`src/rtl/demux12_stream_pkg.sv`:
```
// Shared definitions for the 1:2 stream steering block.
// Route select sense matches the 2:1 select mux (0 = A, 1 = B).
// Stage state encoding is shared by both output register slices.
package demux12_stream_pkg;

  // Route select values carried on in_sel.
  localparam logic STREAM_SEL_A = 1'b0;
  localparam logic STREAM_SEL_B = 1'b1;

  // One-entry stage occupancy; FULL is exactly "output valid".
  typedef enum logic {
    STAGE_EMPTY = 1'b0,
    STAGE_FULL  = 1'b1
  } stage_state_t;

  // A single-entry slice can take a new word when it is empty or when
  // its current word leaves in this same cycle.
  function automatic logic stage_can_take(input logic vld, input logic rdy);
    return (!vld) || rdy;
  endfunction

endpackage

```
`src/rtl/demux12_stream_stage.sv`:
```
// Single-entry valid/ready register slice with a wrapping delivery counter.
// Latency: one cycle from load to valid; data is registered, no comb data path.
// Backpressure: holds its word while valid & !ready; accepts a replacement word in the draining cycle.
module demux12_stream_stage
  import demux12_stream_pkg::*;
#(
  parameter int Data_Width = 32,
  parameter int Cnt_Width  = 16
) (
  input  logic                  clk,
  input  logic                  rst_n,
  input  logic                  load,
  input  logic [Data_Width-1:0] load_data,
  output logic                  take_ok,
  output logic [Data_Width-1:0] data,
  output logic                  valid,
  input  logic                  ready,
  output logic [Cnt_Width-1:0]  count
);

  stage_state_t          state_q;
  stage_state_t          state_d;
  logic                  drain;
  logic [Data_Width-1:0] data_q;
  logic [Cnt_Width-1:0]  count_q;

  assign valid   = (state_q == STAGE_FULL);
  assign drain   = valid & ready;
  assign take_ok = stage_can_take(valid, ready);
  assign data    = data_q;
  assign count   = count_q;

  // Occupancy register; a buffered word is dropped on reset.
  always_ff @(posedge clk or negedge rst_n) begin
    if (!rst_n) begin
      state_q <= STAGE_EMPTY;
    end else begin
      state_q <= state_d;
    end
  end

  // Next occupancy: fill on load, empty on drain without a refill, else hold.
  always_comb begin
    state_d = state_q;
    case (state_q)
      STAGE_EMPTY: begin
        if (load) begin
          state_d = STAGE_FULL;
        end
      end
      STAGE_FULL: begin
        if (drain && !load) begin
          state_d = STAGE_EMPTY;
        end
      end
      default: begin
        state_d = STAGE_EMPTY;
      end
    endcase
  end

  // Word register loads only on accept, so it stays put while stalled or empty.
  always_ff @(posedge clk or negedge rst_n) begin
    if (!rst_n) begin
      data_q <= '0;
    end else if (load) begin
      data_q <= load_data;
    end
  end

  // Delivery counter for debug; wraps naturally at 2^Cnt_Width.
  always_ff @(posedge clk or negedge rst_n) begin
    if (!rst_n) begin
      count_q <= '0;
    end else if (drain) begin
      count_q <= count_q + 1'b1;
    end
  end

endmodule

```
`src/rtl/demux12_stream.sv`:
```
// Steers one valid/ready stream to sink A or sink B by a per-word select bit.
// Latency: one cycle (registered stage per output), no comb in->out data path.
// Backpressure: in_ready follows only the selected output; a stalled sink never blocks words for the other.
module demux12_stream
  import demux12_stream_pkg::*;
#(
  parameter int Data_Width = 32,
  parameter int Cnt_Width  = 16
) (
  input  logic                  clk,
  input  logic                  rst_n,
  input  logic [Data_Width-1:0] in_data,
  input  logic                  in_sel,
  input  logic                  in_valid,
  output logic                  in_ready,
  output logic [Data_Width-1:0] a_data,
  output logic                  a_valid,
  input  logic                  a_ready,
  output logic [Data_Width-1:0] b_data,
  output logic                  b_valid,
  input  logic                  b_ready,
  output logic [Cnt_Width-1:0]  a_count,
  output logic [Cnt_Width-1:0]  b_count
);

  logic a_take_ok;
  logic b_take_ok;
  logic acc_a;
  logic acc_b;

  // Input handshake depends only on the selected slice, never on the other one.
  always_comb begin
    in_ready = a_take_ok;
    acc_a    = 1'b0;
    acc_b    = 1'b0;
    if (in_sel == STREAM_SEL_B) begin
      in_ready = b_take_ok;
      acc_b    = in_valid & b_take_ok;
    end else begin
      acc_a    = in_valid & a_take_ok;
    end
  end

  demux12_stream_stage #(
    .Data_Width (Data_Width),
    .Cnt_Width  (Cnt_Width)
  ) u_stage_a (
    .clk       (clk),
    .rst_n     (rst_n),
    .load      (acc_a),
    .load_data (in_data),
    .take_ok   (a_take_ok),
    .data      (a_data),
    .valid     (a_valid),
    .ready     (a_ready),
    .count     (a_count)
  );

  demux12_stream_stage #(
    .Data_Width (Data_Width),
    .Cnt_Width  (Cnt_Width)
  ) u_stage_b (
    .clk       (clk),
    .rst_n     (rst_n),
    .load      (acc_b),
    .load_data (in_data),
    .take_ok   (b_take_ok),
    .data      (b_data),
    .valid     (b_valid),
    .ready     (b_ready),
    .count     (b_count)
  );

endmodule

```
`config.mk`:
```
export PLATFORM = sky130hd
export DESIGN_NAME = demux12_stream
export DESIGN_NICKNAME = d
export VERILOG_FILES = /design/src/rtl/demux12_stream_pkg.sv /design/src/rtl/demux12_stream_stage.sv /design/src/rtl/demux12_stream.sv
export SDC_FILE = /design/constraint.sdc
export NUM_CORES = 1
export LEC_CHECK = 0
export CORE_UTILIZATION = 45
export DETAILED_ROUTE_END_ITERATION = 6
export PLACE_DENSITY = 0.78
export SLEW_MARGIN = 20
export SYNTH_ARGS = -nofsm -noshare
export SYNTH_HDL_FRONTEND = slang
export SYNTH_HIERARCHICAL = 1
export SYNTH_SLANG_ARGS = --single-unit
export TNS_END_PERCENT = 5
```
`constraint.sdc`:
```
create_clock -name clk -period 2 [get_ports clk]
set_input_delay 0.4 -clock clk [delete_from_list [all_inputs] [get_ports clk]]
set_output_delay 0.4 -clock clk [all_outputs]
set_load 0.02 [all_outputs]
```
After elaboration in Yosys (flattened, before gate mapping)

Index checks and enable logic that the tools add are counted.

Register bits after elaboration: 98
Bits in latches: 0
Bits in writable memories: 0
Memory bits (read-only): 0
Output and inout bits: 99
Word-level logic and storage cells: 31
Memories: 0

Add/sub/neg operators: 2
Multiply operators: 0
Div/mod/pow operators: 0
$lt $le $gt $ge: 0
Equality and inequality tests: 0
Shift-type cells: 0
Muxes and demuxes: 9
Bitwise logic cells: 6
Reductions and logical operators: 8

Operator list:

| kind                  | number |
|---|---|
| $add 16x1->16 const B | 2 |
| $mux 1                | 7 |
| $and 1x1->1           | 4 |
| $logic_not 1->1       | 4 |
| $pmux 1 s2            | 2 |
| $logic_and 1x1->1     | 2 |
| $logic_or 1x1->1      | 2 |
| $not 1->1             | 2 |

Depth between registers and ports, before layout

Word-level depth: 8
Depth in mapped cells: 5
Mapped depth without buffers: 5

By module

Netlist, hierarchy kept.

Modules (own cells, without submodules):

| module               | instances | cells an instance | area an instance (sq um) | sequential area each (sq um) |
|---|---|---|---|---|
| demux12_stream_stage | 2         | 130               | 1,910.6                  | 1,226.2 |
| demux12_stream       | 1         | 3                 | 32.5                     | 0.0 |

Worst setup path before layout

Ideal clock, no wire load.

Path type: reg-to-reg
Start: register u_stage_a.state_q, in the netlist u_stage_a/valid
End: register u_stage_a.data_q[10], in the netlist u_stage_a/data[10]
Arrival: 1.446 ns
Data required time: 1.875 ns
Slack: 0.429 ns
Cell stages (with the launch flop): 6
Buffers on the path: 2
Cells stage by stage: dfrtp_1 -> nand2b_1 -> and3b_2 -> buf_2 -> buf_2 -> mux2_2

Longest elaborated chain between the ends: 4

RTL lines:

| element                | RTL line                   | text |
|---|---|---|
| start, declared        | demux12_stream_stage.sv:21 | `stage_state_t state_q;` |
| start signal, assigned | demux12_stream_stage.sv:38 | `state_q <= state_d;` |
| $logic_not 1->1        | demux12_stream_pkg.sv:19   | `return (!vld) \|\| rdy;` |
| $logic_or 1x1->1       | demux12_stream_pkg.sv:19   |  |
| net a_take_ok          | demux12_stream.sv:26       | `logic a_take_ok;` |
| $and 1x1->1            | demux12_stream.sv:40       | `acc_a = in_valid & a_take_ok;` |
| $mux 1                 | demux12_stream.sv:36       | `if (in_sel == STREAM_SEL_B) begin` |
| net acc_a              | demux12_stream.sv:28       | `logic acc_a;` |
| end signal, assigned   | demux12_stream_stage.sv:67 | `data_q <= load_data;` |
| end, declared          | demux12_stream_stage.sv:24 | `logic [Data_Width-1:0] data_q;` |

The timed path passes the listed nets, and every way through them passes these cells.
A chain may end at the register's enable or synchronous reset.

Worst setup path after layout

Start: input port b_ready
End: output port in_ready

Longest elaborated chain between the ends: 2

RTL lines:

| element          | RTL line                 | text |
|---|---|---|
| start, declared  | demux12_stream.sv:21     | `input logic b_ready,` |
| $logic_or 1x1->1 | demux12_stream_pkg.sv:19 |  |
| net b_take_ok    | demux12_stream.sv:27     | `logic b_take_ok;` |
| $mux 1           | demux12_stream.sv:36     |  |
| end, declared    | demux12_stream.sv:15     | `output logic in_ready,` |

The timed path passes the listed nets, and every way through them passes these cells.

==> impl_metrics.tcl <==
set metrics [dict create \
    cts.path.max_buffers 2 \
    min_period_ns 1.99 \
    pwr-share-clk_pct 20.7 \
    stdcell_area_um2 5650 \
    syn_avg_cell_area_um2 14.7 \
    cts_tree "yes" \
    num_vias 2596 \
    finalHoldViolCount 0 \
    vias_per_cell 4.94 \
    drv_cap 0 \
    start_kind "input port" \
    syn_to_final_growth_pct 46.7 \
    grt_pass1_vias 2767 \
    final_max_slew_viol_count 0 \
    ys_seq_area_share_pct 63.6 \
    status "completed" \
    grt_pass1_wl_um 13300 \
    critical_path_class "in2out" \
    cp_data_required_time_ns 1.60 \
    dpl-instance-area_um2 5460 \
    layout_commonest_cell "clkdlybuf4s50_1" \
    place_inst 509 \
    pre_cts_ws_ns -0.295 \
    syn_inst 263 \
    max_slew_margin_pct 72.8 \
    drive_gt1_share_pct 25.2 \
    ff_latch_area_um2 2450 \
    p_seq_share_pct 47.1 \
    ios 137 \
    ir_drop_v 0.000553 \
    hold_class "reg2reg" \
    wl_per_cell_um 15.8 \
    n_antenna_cell 0 \
    worst_pin_slew_ns 0.408 \
    drtAntennaViolNets 0 \
    netlist.area_leader.share_pct 63.6 \
    synth_warnings 6 \
    cts_buffers 9 \
    path_max_fanout 2 \
    floorplan.die.width_um 94.5 \
    p_leak_nw 2.34 \
    dieArea_um2 8940 \
    syn-num-nets 303 \
    grt_usage_pct 19.6 \
    die_h_um 94.5 \
    io_buffer_count 136 \
    drcViolationCount 0 \
    net-switching-power_w 0.00174 \
    synth_area_leader_cell "dfrtp_1" \
    fin_crit_sh_pct 99.3 \
    synth_seq_cells 98 \
    rrSetupSlack_ns 0.42 \
    first_iter_violations 59 \
    multi_input_area_um2 1360 \
    fin_ws_ns 0.0134 \
    clkTransAtPathRegs_ns 0.09 \
    overflow 0 \
    setup_violations 0 \
    grt_max_degree 44 \
    rsz0062_at_grt "no" \
    whs_ns 0.482 \
    ys_top_cells_by_area "dfrtp_1, mux2_2, xnor2_1, xor2_1, nand2_1" \
    nets 456 \
    hpwl_um 6220 \
    dr.pass1.iters 4 \
    postCtsSetupRepairBufs 0 \
    syn_area_um2 3850 \
    antenna_found_initial 0 \
    cts_max_level 3 \
    cp-end-kind "primary output" \
    gp_congestion 0.779 \
    max_freq_ghz 0.503 \
    num_rows 33 \
    p_comb_share_pct 32.2 \
    final_cell_mix "clkdlybuf4s50_1, dfrtp_1, mux2_2, xnor2_1, nand2_1" \
    final_cell_count_no_fill 526 \
    nFillCells 626 \
    fp.coreArea_um2 8260 \
    start_util_pct 46.7 \
    root_buffer "clkbuf_8" \
    p_int_w 0.00372 \
    finClkSkew_ns 0.0194 \
    synth_cell_types 17 \
    finalWirelength_um 8320 \
    clk_latency_ns 0.36 \
    p_sw_share_pct 31.8 \
    clock-sinks 98 \
    p_per_area_nw_per_um2 967 \
    critical_path_arrival_ns 1.59 \
]
[kinds of logic (layout without fill, tap and decap cells)]
kind of cell,after synthesis,after routing,share of synthesized area (%)
flip-flops,98,98,63.6
buffers and inverters,10,168,1.23
multiplexers,67,67,19.7
XOR/XNOR,30,30,6.82
adder cells (fa/ha/maj),2,2,0.649
AND/OR/NAND/NOR,56,56,7.99
[per-stage QoR]
stage,util [%],TNS [ns],total power [W]
6_report,68.5,0,0.00546
5_1_grt,68.5,0,0.00573
4_1_cts,68.5,0,0.00553
3_5_place_dp,66.2,-4.01,0.00439
3_3_place_gp,66.2,-3.19,0.00434
2_1_floorplan,-,0,0.00341
[worst max-delay path, cell delays in order]
cell	delay (ns)
clkdlybuf4s50_1	0.45
nand2b_4	0.17
mux2_4	0.26
clkdlybuf4s15_1	0.30
[power groups by stage]
stage | clock, W | sequential [W] | combinational, W
floorplan | 0 | 0.00300 | 0.000402
global placement | 0 | 0.00259 | 0.00174
detailed placement | 0 | 0.00262 | 0.00177
CTS | 0.00117 | 0.00258 | 0.00178
global route | 0.00124 | 0.00263 | 0.00186
finish | 0.00113 | 0.00258 | 0.00176
[registers in the layout, summed over array words and instances (netlist names)]
register         count
u_stage_b/data      32
u_stage_b/valid      1
u_stage_b/count     16
u_stage_a/data      32
u_stage_a/valid      1
u_stage_a/count     16
[layer usage]
| metal | part of all wire, % | global-route usage, % | wire, um |
|---|---|---|---|
| met1 | 41 | 23.5 | 3410 |
| met2 | 48 | 31.6 | 3980 |
| met3 | 8.2 | 6.20 | 683 |
| met4 | 3.1 | 10.1 | 256 |
| met5 | 0 | 0 | 0 |
[cells in the mapped netlist]
master / n
xnor2_1: 22
buf_2: 8
dfrtp_1: 98
nand3_1: 10
xor2_1: 8
nand2_1: 14
mux2_2: 66
nand2b_1: 4
nor2_1: 12
nor3_2: 4
and3b_2: 1
inv_1: 2
nand4_1: 6
nand3_2: 4
ha_1: 2
and3_2: 1
mux2_4: 1
[path summary, 6_finish.rpt]
path / cells after the start / end / from
setup / recovery: 4 / in_ready / b_ready
hold / removal: 1 / u_stage_b/count[15]$_DFFE_PN0P_ / u_stage_b/count[15]$_DFFE_PN0P_
setup reg to reg: 5 / u_stage_a/data[18]$_DFFE_PN0P_ / u_stage_a/valid$_DFF_PN0_
hold reg to reg: 1 / u_stage_b/count[15]$_DFFE_PN0P_ / u_stage_b/count[15]$_DFFE_PN0P_
max in group asynchronous: 3 / u_stage_b/valid$_DFF_PN0_ / rst_n
min in group asynchronous: 2 / u_stage_a/data[4]$_DFFE_PN0P_ / rst_n
[what timing repair did]
action,4_1_cts,5_1_grt
hold buffers,1,0
gates resized for setup,3,0
setup endpoints to repair,1,0
hold endpoints to repair,29,0
[layout make-up]
class,instances,area share [%]
Tap cell,105,2.32
Clock inverter,5,0.708
Timing Repair Buffer,150,27.0
Clock buffer,11,2.32
Inverter,2,0.133
Multi-Input combinational cell,155,24.1
Sequential cell,98,43.4
Note: power is estimated with default switching activity, not from simulation.
==> variant 1, RTL diff (config.mk and constraints unchanged) <==
`Data_Width` is set to 32 in 2 places; all go to 48.
--- a/src/rtl/demux12_stream_stage.sv
+++ b/src/rtl/demux12_stream_stage.sv
@@ -4,7 +4,7 @@
 module demux12_stream_stage
   import demux12_stream_pkg::*;
 #(
-  parameter int Data_Width = 32,
+  parameter int Data_Width = 48,
   parameter int Cnt_Width  = 16
 ) (
   input  logic                  clk,
--- a/src/rtl/demux12_stream.sv
+++ b/src/rtl/demux12_stream.sv
@@ -4,7 +4,7 @@
 module demux12_stream
   import demux12_stream_pkg::*;
 #(
-  parameter int Data_Width = 32,
+  parameter int Data_Width = 48,
   parameter int Cnt_Width  = 16
 ) (
   input  logic                  clk,
Interface: changed (resized a_data, b_data and in_data); port bits go from 137 to 185. The function was not compared with the original's and may differ.
==> variant 1 against the unedited design <==
Cell count is 31% higher; power up 69%; die area increased by 30%; largest cell class unchanged; routed wire length grew 44%; worst setup slack improved by 0.042 ns; sequential power up 33%; sequential cell count up 32; sequential share of layout area down 2.0 points; area after synthesis rose by 31%; synthesized cell count grew 25%; cell area increased by 39%.
==> variant 1: results (changes against the unedited design) <==
synthesized net count=385 (was 303); CP Launch Point=u_stage_a/count[1] (was b_ready); Iter 0 DRT Violations=108 (was 59); Final clock-cell share=8.53% (was 3.03%); hpwl dp=8440 um (was 6220 um); CTS clk-pin slew, worst paths=0.06 ns (was 0.09 ns); status=complete, no violations (unchanged); first-pass GRT wire length=19100 um (was 13300 um); IO Port Bufs=184 (was 136); DR top layer=met4 (unchanged); register area share after synthesis=64.7% (was 63.6%); commonest cells in the synthesized netlist=dfrtp_1, mux2_2, xnor2_1, nand2_1, nor2_1 (unchanged); Max stage delay on crit path=0.63 ns (was 0.45 ns); largest fanout on the critical path=4 (was 2); nets=593 (was 456); ant diodes=1 (was 0); Non-clk invs=2 (unchanged); Multi-input gate area=1710 um^2 (was 1360 um^2); overall power=9.24 mW (was 5.46 mW); Final Wtd Congestion=0.791 (was 0.779); initial antenna violation count=1 (was 0); layout cells sized above 1=28.5% (was 25.2%); H-tree Lvls=4 (was 3); vias in the first global route=3747 (was 2767); final setup fails=0 (unchanged); Clock Buffer Count=19 (was 11); clk_skew=0.00727 ns (was 0.0194 ns); #MultiIn Comb=187 (was 155); Total GRT Usage=22.1% (was 19.6%); Comb power=2.34 mW (was 1.76 mW); R2R depth=5 (unchanged); Num CTS Buffers=17 (was 9); worst slew pin tran=0.472 ns (was 0.408 ns); M1 WL=4510 um (was 3410 um); Post-synth ARST share=100% (unchanged); seq_cells=130 (was 98); Plain + repair buffers=199 (was 150); Data buffer area share=26.0% (was 27.0%); Area contributors post-synth=dfrtp_1, mux2_2, xnor2_1 (unchanged); Seq pwr share=37.0% (was 47.1%); Via density=4.99 (was 4.94); LEAKAGE=3.52 nW (was 2.34 nW); largest net degree at the start of global routing=58 (was 44); Met2 Wirelength=6250 um (was 3980 um); synth unique cells=18 (was 17); Hold Crit Class=in2async (was reg2reg); root buffer cell=clkbuf_8 (unchanged); Int Pwr=6.67 mW (was 3.72 mW); register area=3250 um^2 (was 2450 um^2); reg2reg end=u_stage_a/data[23] (was u_stage_a/data[18]); maximum resistive drop on vdd=0.670 mV (was 0.553 mV); met3 wire length=823 um (was 683 um); worst-skew pair later-pin latency=0.52 ns (was 0.36 ns); internal reg-to-reg setup slack=0.39 ns (was 0.42 ns); WP data arrival=1.54 ns (was 1.59 ns); main flop type after synthesis=dfrtp_1 (unchanged); Fill cells=757 (was 626); drt total wl=12000 um (was 8320 um)
[variant 1: cell types whose count changed in the layout (fill, tap and decap cells not counted), sizes merged]
cell,before,now
clkbuf,11,19
diode,0,1
clkdlybuf4s15,1,0
inv,3,4
clkdlybuf4s50,134,159
clkinvlp,3,1
mux2,67,99
dlygate4sd2,0,11
clkinv,1,4
bufinv,0,6
dlymetal6s2s,0,12
buf,14,16
dfrtp,98,130
[variant 1: timing repair]
item                                    in CTS  in global routing
hold buffers                                 1                  0
hold endpoints to repair                    31                  0
endpoints found under the setup margin      11                 12
buffers inserted                             1                  0
gates resized for setup                     15                 12
gates cloned                                 0                  0
[variant 1: worst max path at each step]
| stage | slack, ns | to |
|---|---|---|
| global placement | -0.29 | in_ready |
| CTS | 0.002 | b_count[0] |
| detailed placement | -0.30 | in_ready |
| floorplan | 0.37 | u_stage_a/data[38] |
| finish | 0.06 | a_count[1] |
| global route | 0.001 | a_count[14] |
[variant 1: logic make-up (layout without fill, tap and decap cells)]
family                   after synthesis  after routing  share of synthesized area [%]
adder cells (fa/ha/maj)                2              2                          0.497
buffers and inverters                 12            233                           1.24
flip-flops                           130            130                           64.7
XOR/XNOR                              30             30                           5.22
multiplexers                          99             99                           22.2
other                                  0              1                              0
AND/OR/NAND/NOR                       56             56                           6.12
[variant 1: metrics by stage]
stage	std cells	setup TNS (ns)	area (um^2)	hold slack (ns)	worst slack, ns
after floorplan	329	0	5030	0.104	0.368
after CTS	690	0	7830	0.371	0.00173
after global placement	656	-3.38	7160	0.376	-0.291
after detailed placement	656	-4.81	7160	0.386	-0.300
final	691	0	7860	0.400	0.0553
after global routing	691	0	7860	0.408	0.00145
[variant 1: layer usage]
layer,up-vias,GRT usage (%)
li1,1562,-
met1,1745,24.8
met2,115,37.1
met3,28,7.57
met4,0,11.8
met5,-,0
==> variant 2, RTL diff (config.mk and constraints unchanged) <==
Without the edit above. Make the reset (`rst_n`) synchronous in 3 clocked blocks.
--- a/src/rtl/demux12_stream_stage.sv
+++ b/src/rtl/demux12_stream_stage.sv
@@ -31,7 +31,7 @@
   assign count   = count_q;
 
   // Occupancy register; a buffered word is dropped on reset.
-  always_ff @(posedge clk or negedge rst_n) begin
+  always_ff @(posedge clk) begin
     if (!rst_n) begin
       state_q <= STAGE_EMPTY;
     end else begin
@@ -60,7 +60,7 @@
   end
 
   // Word register loads only on accept, so it stays put while stalled or empty.
-  always_ff @(posedge clk or negedge rst_n) begin
+  always_ff @(posedge clk) begin
     if (!rst_n) begin
       data_q <= '0;
     end else if (load) begin
@@ -69,7 +69,7 @@
   end
 
   // Delivery counter for debug; wraps naturally at 2^Cnt_Width.
-  always_ff @(posedge clk or negedge rst_n) begin
+  always_ff @(posedge clk) begin
     if (!rst_n) begin
       count_q <= '0;
     end else if (drain) begin
Check against the original RTL: differs if rst_n is asserted again (counterexample within 4 cycles, from zero or initial values and one cycle with rst_n low); with rst_n held inactive, the same outputs for 10 cycles.
==> variant 2 against the unedited design <==
Cell area shrank 2.7%; die area fell by 3.0%; area after synthesis shrank 3.1%; sequential cell count unchanged; routed wire length rose by 12%; synthesized cell count increased by 46%; worst setup slack gained 0.089 ns; sequential share of layout area down 7.7 points; largest cell class unchanged; highest routed layer unchanged.
Power is not compared: it rests on default switching activity, and its combinational part moved more than twofold at a synthesized area within 25%.
==> variant 2: results (changes against the unedited design) <==
nets=566 (was 456); R2R depth=4 (was 5); reg-to-reg startpoint=u_stage_a/count[6] (was u_stage_a/valid); main flop type after synthesis=dfxtp_1 (was dfrtp_1); clk_skew=0.0114 ns (was 0.0194 ns); status=complete, no violations (unchanged); largest net degree at the start of global routing=39 (was 44); vias in the first global route=3132 (was 2767); Via density=5.03 (was 4.94); worst slew pin tran=0.374 ns (was 0.408 ns); fin cells=633 (was 526); M3 GR Usage=5.20% (was 6.20%); first-pass GRT wire length=15100 um (was 13300 um); GR Util met1=25.9% (was 23.5%); M2 GR Usage=39.0% (was 31.6%); sink of the worst hold path=u_stage_b/data[23] (was u_stage_b/count[15]); Met2 Wirelength=4520 um (was 3980 um); layout cells sized above 1=7.34% (was 25.2%); Hold WS=0.501 ns (was 0.482 ns); synthesized net count=423 (was 303); WP data arrival=1.50 ns (was 1.59 ns); Hold Crit Start=u_stage_b/data[23] (was u_stage_b/count[15]); Placed Area=5310 um^2 (was 5460 um^2); Hold Path Depth=2 (was 1); pre-CTS setup slack=-0.242 ns (was -0.295 ns); Final Wtd Congestion=0.763 (was 0.779); met3 wire length=521 um (was 683 um); crit path to=b_valid (was in_ready); Design Area, Final=5500 um^2 (was 5650 um^2)
## variant 2: power groups by stage
stage	combinational (mW)	sequential (mW)	clock, mW
finish	0.541	2.06	1.20
CTS	0.545	2.06	1.24
global route	0.579	2.07	1.32
global placement	0.534	2.10	0
floorplan	0.172	2.18	0
detailed placement	0.541	2.10	0
## variant 2: cell type report
| type | count | area share, % |
|---|---|---|
| multi-input cells | 255 | 30.2 |
| clock buffers | 10 | 2.50 |
| flip-flops and latches | 98 | 35.7 |
| well taps | 102 | 2.32 |
| repair buffers | 152 | 27.8 |
| clock inverters | 6 | 0.887 |
| inverters | 10 | 0.683 |
## variant 2: critical path: stages (launching register included)
cell and delay (ns):
dfxtp_1 0.38, buf_4 0.17, clkdlybuf4s50_1 0.60
## variant 2: kinds of logic after synthesis
group	count (synthesis)	synth area share, %
and+or+nand+nor	148	18.2
AOI/OAI and AO/OA	16	2.14
adders and majority gates	2	0.670
buffers and inverters	30	3.28
muxes	65	17.5
xor gates and xnor gates	24	5.63
DFF	98	52.5
